<file path="src/rtl/fifo_stream_reader.sv">
// rtl/fifo_stream_reader.sv - FIFO read engine feeding a valid/ready stream
// through a 2-entry skid buffer, with frame-boundary marking.
module fifo_stream_reader #(
  parameter int DW        = 8,
  parameter int FRAME_LEN = 4,
  localparam int CW       = ($clog2(FRAME_LEN) > 0) ? $clog2(FRAME_LEN) : 1
) (
  input  logic          clk,
  input  logic          rst_n,
  input  logic          en_i,
  input  logic          fifo_empty_i,
  output logic          fifo_rd_en_o,
  input  logic [DW-1:0] fifo_rd_data_i,
  output logic [DW-1:0] m_data_o,
  output logic          m_valid_o,
  output logic          m_last_o,
  input  logic          m_ready_i,
  output logic [CW-1:0] beat_cnt_o
);

  logic [1:0]    occ;
  logic          inflight;
  logic [DW-1:0] head;
  logic [DW-1:0] tail;
  logic [CW-1:0] cnt;
  logic [2:0]    credit;
  logic          hs;
  logic          pop;
  logic          cnt_last;

  // Credit counts buffered beats plus the one whose read data arrives next cycle,
  // so the buffer can never be asked to hold a third word.
  assign credit       = {1'b0, occ} + {2'b0, inflight};
  assign hs           = m_valid_o & m_ready_i;
  assign fifo_rd_en_o = en_i & ~fifo_empty_i &
                        ((credit < 3'd2) | ((credit == 3'd2) & hs));
  assign pop          = fifo_rd_en_o & ~fifo_empty_i;

  assign cnt_last   = (cnt == CW'(FRAME_LEN - 1));
  assign m_data_o   = head;
  assign m_valid_o  = (occ != 2'd0);
  assign m_last_o   = cnt_last;
  assign beat_cnt_o = cnt;

  always_ff @(posedge clk or negedge rst_n) begin
    if (!rst_n) begin
      occ      <= 2'd0;
      inflight <= 1'b0;
      head     <= '0;
      tail     <= '0;
      cnt      <= '0;
    end else begin
      inflight <= pop;

      if (hs) begin
        cnt <= cnt_last ? '0 : cnt + CW'(1);
      end

      // inflight doubles as "capture fifo_rd_data_i this cycle".
      case (occ)
        2'd0: begin
          if (inflight) begin
            head <= fifo_rd_data_i;
            occ  <= 2'd1;
          end
        end
        2'd1: begin
          if (inflight && !hs) begin
            tail <= fifo_rd_data_i;
            occ  <= 2'd2;
          end else if (inflight && hs) begin
            head <= fifo_rd_data_i;
          end else if (hs) begin
            occ <= 2'd0;
          end
        end
        2'd2: begin
          if (hs) begin
            head <= tail;
            if (inflight) begin
              tail <= fifo_rd_data_i;
            end else begin
              occ <= 2'd1;
            end
          end
        end
        default: occ <= 2'd0;
      endcase
    end
  end

  always @(posedge clk) begin
    if (rst_n) begin
      assert (!((occ == 2'd2) && inflight && !hs));
    end
  end

endmodule
</file>
<file path="config.mk">
export PLATFORM = sky130hd
export DESIGN_NAME = fifo_stream_reader
export DESIGN_NICKNAME = d
export VERILOG_FILES = /design/src/rtl/fifo_stream_reader.sv
export SDC_FILE = /design/constraint.sdc
export NUM_CORES = 1
export LEC_CHECK = 0
export ABC_AREA = 1
export CORE_ASPECT_RATIO = 1.1
export CORE_UTILIZATION = 55
export CTS_BUF_LIST = sky130_fd_sc_hd__clkbuf_4 sky130_fd_sc_hd__clkbuf_8
export CTS_CLUSTER_DIAMETER = 100
export DETAILED_ROUTE_END_ITERATION = 8
export PLACE_DENSITY = 0.87
export SKIP_CTS_REPAIR_TIMING = 1
export SLEW_MARGIN = 20
export SYNTH_ARGS = -nofsm -noshare
export SYNTH_HDL_FRONTEND = slang
export SYNTH_SLANG_ARGS = --single-unit
</file>
<file path="constraint.sdc">
create_clock -name clk -period 4.82 [get_ports clk]
set_clock_uncertainty 0.05 [all_clocks]
set_input_delay 1.205 -clock clk [delete_from_list [all_inputs] [get_ports clk]]
set_output_delay 1.205 -clock clk [all_outputs]
set_load 0.01 [all_outputs]
</file>
Yosys cells after proc, flatten, opt, wreduce, memory -nomap -nowiden

Index checks and enable logic that the tools add are counted.

Register bits: 21
Input port bits: 13
Logic and storage cells: 54

Add/sub/neg operators: 2
Magnitude comparators: 1
Eq/ne operators: 13
Multiplexer cells: 16
Bitwise gates (word level): 7
Reduce and logical (&&, ||, !) cells: 10

Operators with widths:

| kind                                                        | number |
|---|---|
| 2-to-1 mux 8 bit                                            | 6 |
| one-hot mux 8 bit (3 select lines)                          | 1 |
| one-hot mux 8 bit (2 select lines)                          | 1 |
| 2-to-1 mux 2 bit                                            | 7 |
| != test 2 bit (second input constant)                       | 7 |
| AND reduction 5 bit                                         | 2 |
| != test 3 bit (second input constant)                       | 2 |
| one-hot mux 2 bit (3 select lines)                          | 1 |
| bitwise AND 1 bit                                           | 5 |
| == test 2 bit (second input constant)                       | 2 |
| AND reduction 4 bit                                         | 1 |
| nonzero test 2 bit                                          | 2 |
| adder 2 x 1 -> 3 bit                                        | 1 |
| == test 3 x 2 -> 1 bit (second input constant)              | 1 |
| less-than comparator 3 x 2 -> 1 bit (second input constant) | 1 |
| nonzero test 3 bit                                          | 1 |
| adder 2 x 1 -> 2 bit (second input constant)                | 1 |
| == test 2 x 1 -> 1 bit (second input constant)              | 1 |
| logical AND 1 bit                                           | 2 |
| zero test 2 bit                                             | 1 |
| zero test 1 bit                                             | 1 |
| NOT 1 bit                                                   | 1 |
| bitwise OR 1 bit                                            | 1 |

Longest topological paths before layout

Gate-level depths: netlist (run 1).

Depth after elaboration: 6
Depth in mapped cells: 7
Mapped depth without buffers: 7

Worst setup path before layout (run 1)

No wires, ideal clock.

Kind: input to output
Start point: in m_ready_i
End point: out fifo_rd_en_o
Arrival: 1,683 ps
Required time: 3,565 ps
Setup slack: 1,882 ps
Stages: 4
Path buffers: 0
Cells stage by stage: inv_1 -> nor2_4 -> nand2_1 -> a21oi_1

Cells in the longest elaborated chain, start to end: 4

Ends and longest elaborated chain:

| what               | line | RTL |
|---|---|---|
| start: declaration | 17   | `input logic m_ready_i,` |
| bitwise AND 1 bit  | 34   | `assign hs = m_valid_o & m_ready_i;` |
| bitwise AND 1 bit  | 36   | `((credit < 3'd2) \| ((credit == 3'd2) & hs));` |
| bitwise OR 1 bit   | 36   |  |
| bitwise AND 1 bit  | 35   | `assign fifo_rd_en_o = en_i & ~fifo_empty_i &` |
| end: declaration   | 12   | `output logic fifo_rd_en_o,` |

Every way passes these cells.

Final worst setup path (run 1)

Ends and elaborated chain as after synthesis.

==> results of run 1 <==
## routing by layer
metal  up-vias  wire [µm]  global-route usage [%]
li1        504          -                       -
met1       454        962                    29.7
met2        33       1060                    37.0
met3         5         89                    3.70
met4         0         33                    9.09
met5         -          0                       0
## final timing paths
path	start	to	slack (ps)
worst min register to register	m_data_o[2]	m_data_o[2]	440
worst max register to register	occ[1]	m_data_o[7]	3080
worst min-delay path	m_data_o[2]	m_data_o[2]	440
min in group asynchronous	rst_n	beat_cnt_o[0]	1340
max in group asynchronous	rst_n	m_data_o[0]	2840
worst max-delay path	m_ready_i	fifo_rd_en_o	780
## flip-flops by register name (all words and copies together) (netlist names)
register / cells
m_data_o: 8
tail: 8
beat_cnt_o: 2
occ: 2
inflight: 1
## worst register-to-register path: stages, from the launching register on
cell,delay (ps)
dfrtp_1,700
nand2_1,370
nand2_1,160
nand2_2,130
inv_2,150
nand2_1,80
nand2_1,60
## Yosys cell counts, drive strengths merged
cell    n  share of area, %
a21oi   2              0.91
buf     4               2.3
dfrtp  21                48
ha      4               4.5
inv     9               3.1
nand2  74                26
nand3  18               8.2
nand4   2               3.1
nor2    5               2.6
o21ai   4               1.8
## kinds of logic (layout without fill, tap and decap cells)
kind of cell	count (synthesis)	after routing	synth area share (%)
AO/OA/AOI/OAI	6	6	2.72
buffers and inverters	13	38	5.32
AND/OR/NAND/NOR	99	99	39.9
adder cells (fa/ha/maj)	4	4	4.53
flip-flops	21	21	47.6
## power by group
group	switching, mW	total, mW	leakage, nW	internal, mW
Clock	0.0535	0.0845	0.0177	0.0310
Combinational	0.120	0.255	0.462	0.135
Sequential	0.0502	0.298	0.263	0.247
## cell type report
type	count	share of cell area [%]
timing repair buffer	25	18.0
tap	27	2.43
multi-input combinational	109	37.4
sequential	21	37.8
clock buffer	3	1.62
clock inverter	1	0.360
inverter	9	2.43
==> impl_metrics.toml, run 1 <==
[sta]
fin_ws_ps = 781
final.min_clock_period_ps = 4040
final-hold-violation-count = 0
setup_viol = 0
grt_setup_unrepaired = "false"
maxSlewHeadroom_pct = 40.7
finalSetupTns_ps = 0
worstMarginPinSlew_ps = 886
achievable-frequency_ghz = 0.248
tightest_hold_margin_ps = 439
slew_viol_final = 0
post-route-period-util_pct = 83.8

[clock_tree]
clock_insertion_delay_worst_skew_ps = 300
cts_buffers = 3
clock-sinks = 21
cts_tree = "done"
clk_pin_slew_ps = 110
ctsLongestPathBuffers = 2
cts_htree_levels = 1
cts-root-buf = "clkbuf_4"

[cells_and_area]
num_antenna_cells = 0
final_area_mm2 = 0.00139
layout_nets = 186
multi_input_comb_area_um2 = 520
area.growth.synth_to_final_pct = 25.9
layout.cells.most_common = "nand2_1"
final-seq-area_um2 = 526
finish.cell_count_without_fillers = 195
filler_cell_count = 156
layout-drive-gt1-share_pct = 7.74
layout.core_utilization_pct = 75.5
final_cell_mix = "nand2_1, clkdlybuf4s50_1, dfrtp_1"

[critical_path]
cp.depth = 6
critical_path.slowest_cell = "clkdlybuf4s50_1"
worst-r2r-cell-count = 6
path_common_cell = "clkdlybuf4s50_1"
crit_family = "buffers and inverters"
kind_of_capture_point_of_the_worst_setup_path = "output port"
crit_required_ps = 3570
path_buf_inv = 3
critPathMaxStageDelay_ps = 550
cp-start-kind = "input pin"
crit_path_max_fanout = 5
critical_path_arrival_ps = 2780
crit_type = "input pin to output port"
cp_cell_sequence = "clkdlybuf4s50_1 > inv_1 > nor2_4 > nand2_1 > a21oi_1 > clkdlybuf4s50_1"

[floorplan]
placeableCoreArea_mm2 = 0.00184
die_area_mm2 = 0.00219
rows = 16
initial_utilization_pct = 60.0
ioPinCount = 26
die_y_um = 49.0
die_w_um = 44.7

[placed_design]
hpwl_detailed_mm = 1.65
cell_area_after_placement_mm2 = 0.00136
place_congestion = 0.799
numPortBuffers = 25
placed_cells = 191
post-place-ws_ps = 783

[synthesis]
synthesis.yosys.warnings = 0
synth_cell_types = 17
synth_nets = 160
ys_seq_elements = 21
synth_seq_area_share_pct = 47.6
synth.avg_cell_area_um2 = 7.73
syn-cell-area_mm2 = 0.00110
synthesis.instances = 143

[drt]
drt_drc_violations_left = 0
drt_first_iter_violations = 20
detail_route.first_pass.iterations = 4
drtAntennaViolNets = 0
avg_vias_per_cell = 5.11
via_count = 996
routedWlPerCell_um = 11.0
routed_wirelength_mm = 2.15

[power_and_ir_drop]
power_uw = 637
cellLeakagePower_nw = 0.743
pwr_density_cell_mw_per_mm2 = 458
vdd_ir_drop_max_mv = 0.290

[flow_run]
drv_cap = 0

[grt]
antenna_found_initial = 0
gr-usage-all-layers_pct = 22.8
grt_overflow = 0
grt_first_pass_wirelength_mm = 3.77
grt_pass1_vias = 913
grt_start_max_net_pins = 22

[hold_path]
worst_hold_path.num_cells = 2
hp-class = "flip-flop to flip-flop"

[run_status]
result_of_the_run = "finished clean"
Note: power is estimated with default switching activity, not from simulation.
==> run 2, diff against run 1 <==
- CORE_UTILIZATION: 55 -> 46
- PLACE_DENSITY: 0.87 -> 0.78
- clock period: 4.82 -> 3.5 ns (I/O delays scaled with it)
==> impl_metrics.toml, run 2 (synthesis results as in run 1) <==
[clock_tree]
cts_htree_levels = 1
clock_insertion_delay_worst_skew_ps = 310
clk_pin_slew_ps = 110
cts-root-buf = "clkbuf_4"
cts_tree = "done"
cts_buffers = 3
clock-sinks = 21
ctsLongestPathBuffers = 2

[cells_and_area]
multi_input_comb_area_um2 = 520
layout.core_utilization_pct = 62.3
filler_cell_count = 201
area.growth.synth_to_final_pct = 27.0
num_antenna_cells = 0
layout.cells.most_common = "nand2_1"
final_cell_mix = "nand2_1, clkdlybuf4s50_1, dfrtp_1"
final_area_mm2 = 0.00140
layout-drive-gt1-share_pct = 8.88
final-seq-area_um2 = 526
layout_nets = 187

[drt]
drtAntennaViolNets = 0
via_count = 971
routed_wirelength_mm = 2.16
drt_drc_violations_left = 0
detail_route.first_pass.iterations = 4
avg_vias_per_cell = 4.88
drt_first_iter_violations = 26
routedWlPerCell_um = 10.8

[sta]
final-hold-violation-count = 0
tightest_hold_margin_ps = 438
finalSetupTns_ps = 0
post-route-period-util_pct = 94.9
achievable-frequency_ghz = 0.301
setup_viol = 0
slew_viol_final = 0
final.min_clock_period_ps = 3320
maxSlewHeadroom_pct = 38.0
worstMarginPinSlew_ps = 927
grt_setup_unrepaired = "false"

[power_and_ir_drop]
vdd_ir_drop_max_mv = 0.307
cellLeakagePower_nw = 0.748
comb_power_share_pct = 40.7
power_uw = 881
pwr_density_cell_mw_per_mm2 = 628
total_switching_power_uw = 311
p_sw_share_pct = 35.3
clock_power_share_pct = 13.4
cellInternalPower_uw = 570
seqPwrFrac_pct = 45.9

[floorplan]
ioPinCount = 26
initial_utilization_pct = 49.1
die_w_um = 48.7
placeableCoreArea_mm2 = 0.00225
die_area_mm2 = 0.00260
die_y_um = 53.4
rows = 18

[critical_path]
kind_of_capture_point_of_the_worst_setup_path = "output port"
critical_path_arrival_ps = 2400
cp-start-kind = "input pin"
crit_type = "input pin to output port"
crit_path_max_fanout = 5
crit_required_ps = 2570

[grt]
antenna_found_initial = 0
grt_first_pass_wirelength_mm = 3.71
grt_overflow = 0
grt_start_max_net_pins = 22
grt_pass1_vias = 860
gr-usage-all-layers_pct = 19.3

[flow_run]
drv_cap = 0

[placed_design]
cell_area_after_placement_mm2 = 0.00138
hpwl_detailed_mm = 1.58
numPortBuffers = 25
place_congestion = 0.755

[run_status]
result_of_the_run = "finished clean"

[hold_path]
hp-class = "flip-flop to flip-flop"
==> run 2: changes by cell type in the layout (fill, tap and decap cells not counted) <==
cell   delta
inv_2     +1
inv_1     -1
buf_4     +1
==> run 2: final timing paths <==
kind / slack (ps) / from / cells past startpoint / endpoint
max: 180 / m_ready_i / 6 / fifo_rd_en_o
max in group asynchronous: 1810 / rst_n / 1 / beat_cnt_o[0]
min reg2reg: 440 / m_data_o[5] / 2 / m_data_o[5]
max reg2reg: 1880 / occ[0] / 7 / m_data_o[2]
min: 440 / m_data_o[5] / 2 / m_data_o[5]
min in group asynchronous: 1020 / rst_n / 1 / tail[7]
==> run 2: routing by layer <==
metal | wire [µm] | global-route usage (%) | up-vias | part of all wire [%]
li1 | - | - | 502 | -
met1 | 970 | 23.4 | 442 | 45
met2 | 1070 | 33.8 | 22 | 50
met3 | 67 | 2.59 | 5 | 3.1
met4 | 48 | 10.3 | 0 | 2.2
met5 | 0 | 0 | - | 0
==> run 2: cell type report <==
type / instances / area share (%)
sequential: 21 / 37.5
multi-input combinational: 109 / 37.1
timing repair buffer: 26 / 18.4
tap: 30 / 2.68
inverter: 9 / 2.41
clock buffer: 3 / 1.61
clock inverter: 1 / 0.357
==> run 2: through the flow <==
step                      std cells  setup WS (ps)
final                           199            177
after global routing            199           43.1
after CTS                       199            117
after detailed placement        195            133
after global placement          195            160
after floorplan                 143           1220
==> run 2: power groups by stage <==
stage,clock network (mW),logic (mW),registers [mW]
floorplan,0,0.170,0.426
global placement,0,0.354,0.403
detailed placement,0,0.360,0.409
CTS,0.122,0.363,0.404
global route,0.131,0.404,0.418
finish,0.118,0.359,0.404
==> run 2: critical path: stages <==
cell             delay [ps]
clkdlybuf4s50_1         550
inv_2                   100
nor2_4                  130
nand2_1                  80
a21oi_1                 120
clkdlybuf4s50_1         550
==> run 3, diff against run 2 <==
- CORE_UTILIZATION: 46 -> 55
- PLACE_DENSITY: 0.78 -> 0.87
- SLEW_MARGIN: 20 -> 5
- clock period: 3.5 -> 4.03 ns (I/O delays scaled with it)
==> impl_metrics.toml, run 3 (synthesis results as in run 1) <==
[hold_path]
hold_start = "m_data_o[4]"
hp-class = "flip-flop to flip-flop"
worst_hold_path.endpoint = "m_data_o[4]"
worst_hold_path.num_cells = 2

[cells_and_area]
final_cell_mix = "nand2_1, clkdlybuf4s50_1, dfrtp_1"
layout_nets = 186
num_antenna_cells = 0
area.growth.synth_to_final_pct = 25.9
layout-drive-gt1-share_pct = 7.74
layout.cells.most_common = "nand2_1"
layout.core_utilization_pct = 75.5

[grt]
antenna_found_initial = 0
grt_first_pass_wirelength_mm = 3.75
grt_pass1_vias = 869
gr-usage-all-layers_pct = 22.6
grt_overflow = 0
grt_start_max_net_pins = 22

[floorplan]
rows = 16
die_area_mm2 = 0.00219
die_w_um = 44.7
initial_utilization_pct = 60.0
placeableCoreArea_mm2 = 0.00184
ioPinCount = 26
die_y_um = 49.0

[sta]
worstMarginPinSlew_ps = 909
post-route-period-util_pct = 91.0
final.min_clock_period_ps = 3670
grt_setup_unrepaired = "false"
fin_ws_ps = 364
setup_viol = 0
slew_viol_final = 0
achievable-frequency_ghz = 0.273
maxSlewHeadroom_pct = 39.2
finalSetupTns_ps = 0
final-hold-violation-count = 0

[drt]
routedWlPerCell_um = 11.2
drt_first_iter_violations = 49
drt_drc_violations_left = 0
avg_vias_per_cell = 5.18
drtAntennaViolNets = 0
via_count = 1011
detail_route.first_pass.iterations = 4
routed_wirelength_mm = 2.19

[clock_tree]
clk_pin_slew_ps = 110
cts-root-buf = "clkbuf_4"
ctsLongestPathBuffers = 2
cts_tree = "done"
clock_insertion_delay_worst_skew_ps = 310
cts_buffers = 3
clock-sinks = 21
cts_htree_levels = 1

[placed_design]
hpwl_detailed_mm = 1.58
place_congestion = 0.799
numPortBuffers = 25
post-place-ws_ps = 373

[run_status]
result_of_the_run = "finished clean"

[power_and_ir_drop]
cellLeakagePower_nw = 0.743
pwr_density_cell_mw_per_mm2 = 548
vdd_ir_drop_max_mv = 0.336

[critical_path]
r2r_setup_slack_ps = 2270
crit_type = "input pin to output port"
worst-r2r-cell-count = 6
cp-start-kind = "input pin"
crit_path_max_fanout = 5
crit_required_ps = 2970
critical_path_arrival_ps = 2610
reg2reg_from = "occ[1]"
kind_of_capture_point_of_the_worst_setup_path = "output port"
timing.rr.end = "m_data_o[2]"

[flow_run]
drv_cap = 0
run 3: layout make-up:
type / instances / area, µm²
Sequential cell: 21 / 526
Tap cell: 27 / 33.8
Clock inverter: 1 / 5.00
Inverter: 9 / 33.8
Clock buffer: 3 / 22.5
Fill cell: 159 / 450
Timing Repair Buffer: 25 / 250
Multi-Input combinational cell: 109 / 520
run 3: how the worst max path moves through the flow:
| stage | from | to | slack (ps) |
|---|---|---|---|
| 2_1_floorplan | m_ready_i | fifo_rd_en_o | 1490 |
| 3_3_place_gp | m_ready_i | fifo_rd_en_o | 430 |
| 3_5_place_dp | m_ready_i | fifo_rd_en_o | 370 |
| 4_1_cts | m_ready_i | fifo_rd_en_o | 360 |
| 5_1_grt | m_ready_i | fifo_rd_en_o | 280 |
| 6_report | m_ready_i | fifo_rd_en_o | 360 |
run 3: where the power goes:
part | switching, mW | total, mW | leakage (nW) | internal [mW]
logic | 0.144 | 0.305 | 0.462 | 0.161
clock network | 0.0654 | 0.102 | 0.0177 | 0.0370
registers | 0.0594 | 0.355 | 0.263 | 0.296
total | 0.269 | 0.763 | 0.743 | 0.494
run 3: per-stage QoR:
stage	cells	hold slack [ps]	cell area (µm²)	power, mW
after floorplan	143	426	1100	0.517
after global placement	191	412	1360	0.654
after detailed placement	191	414	1360	0.666
after CTS	195	445	1390	0.763
after global routing	195	458	1390	0.818
final	195	440	1390	0.763
run 3: worst max-delay path: stages:
cell and delay (ps):
clkdlybuf4s50_1 530, inv_1 150, nor2_4 160, nand2_1 80, a21oi_1 130, clkdlybuf4s50_1 550
run 3: per-layer routing:
layer / vias up / routed length (µm) / global-route usage [%]
met5: - / 0 / 0
met4: 0 / 16 / 3.03
met3: 4 / 77 / 3.33
met2: 29 / 1090 / 37.5
met1: 473 / 1000 / 31.9
li1: 505 / - / -
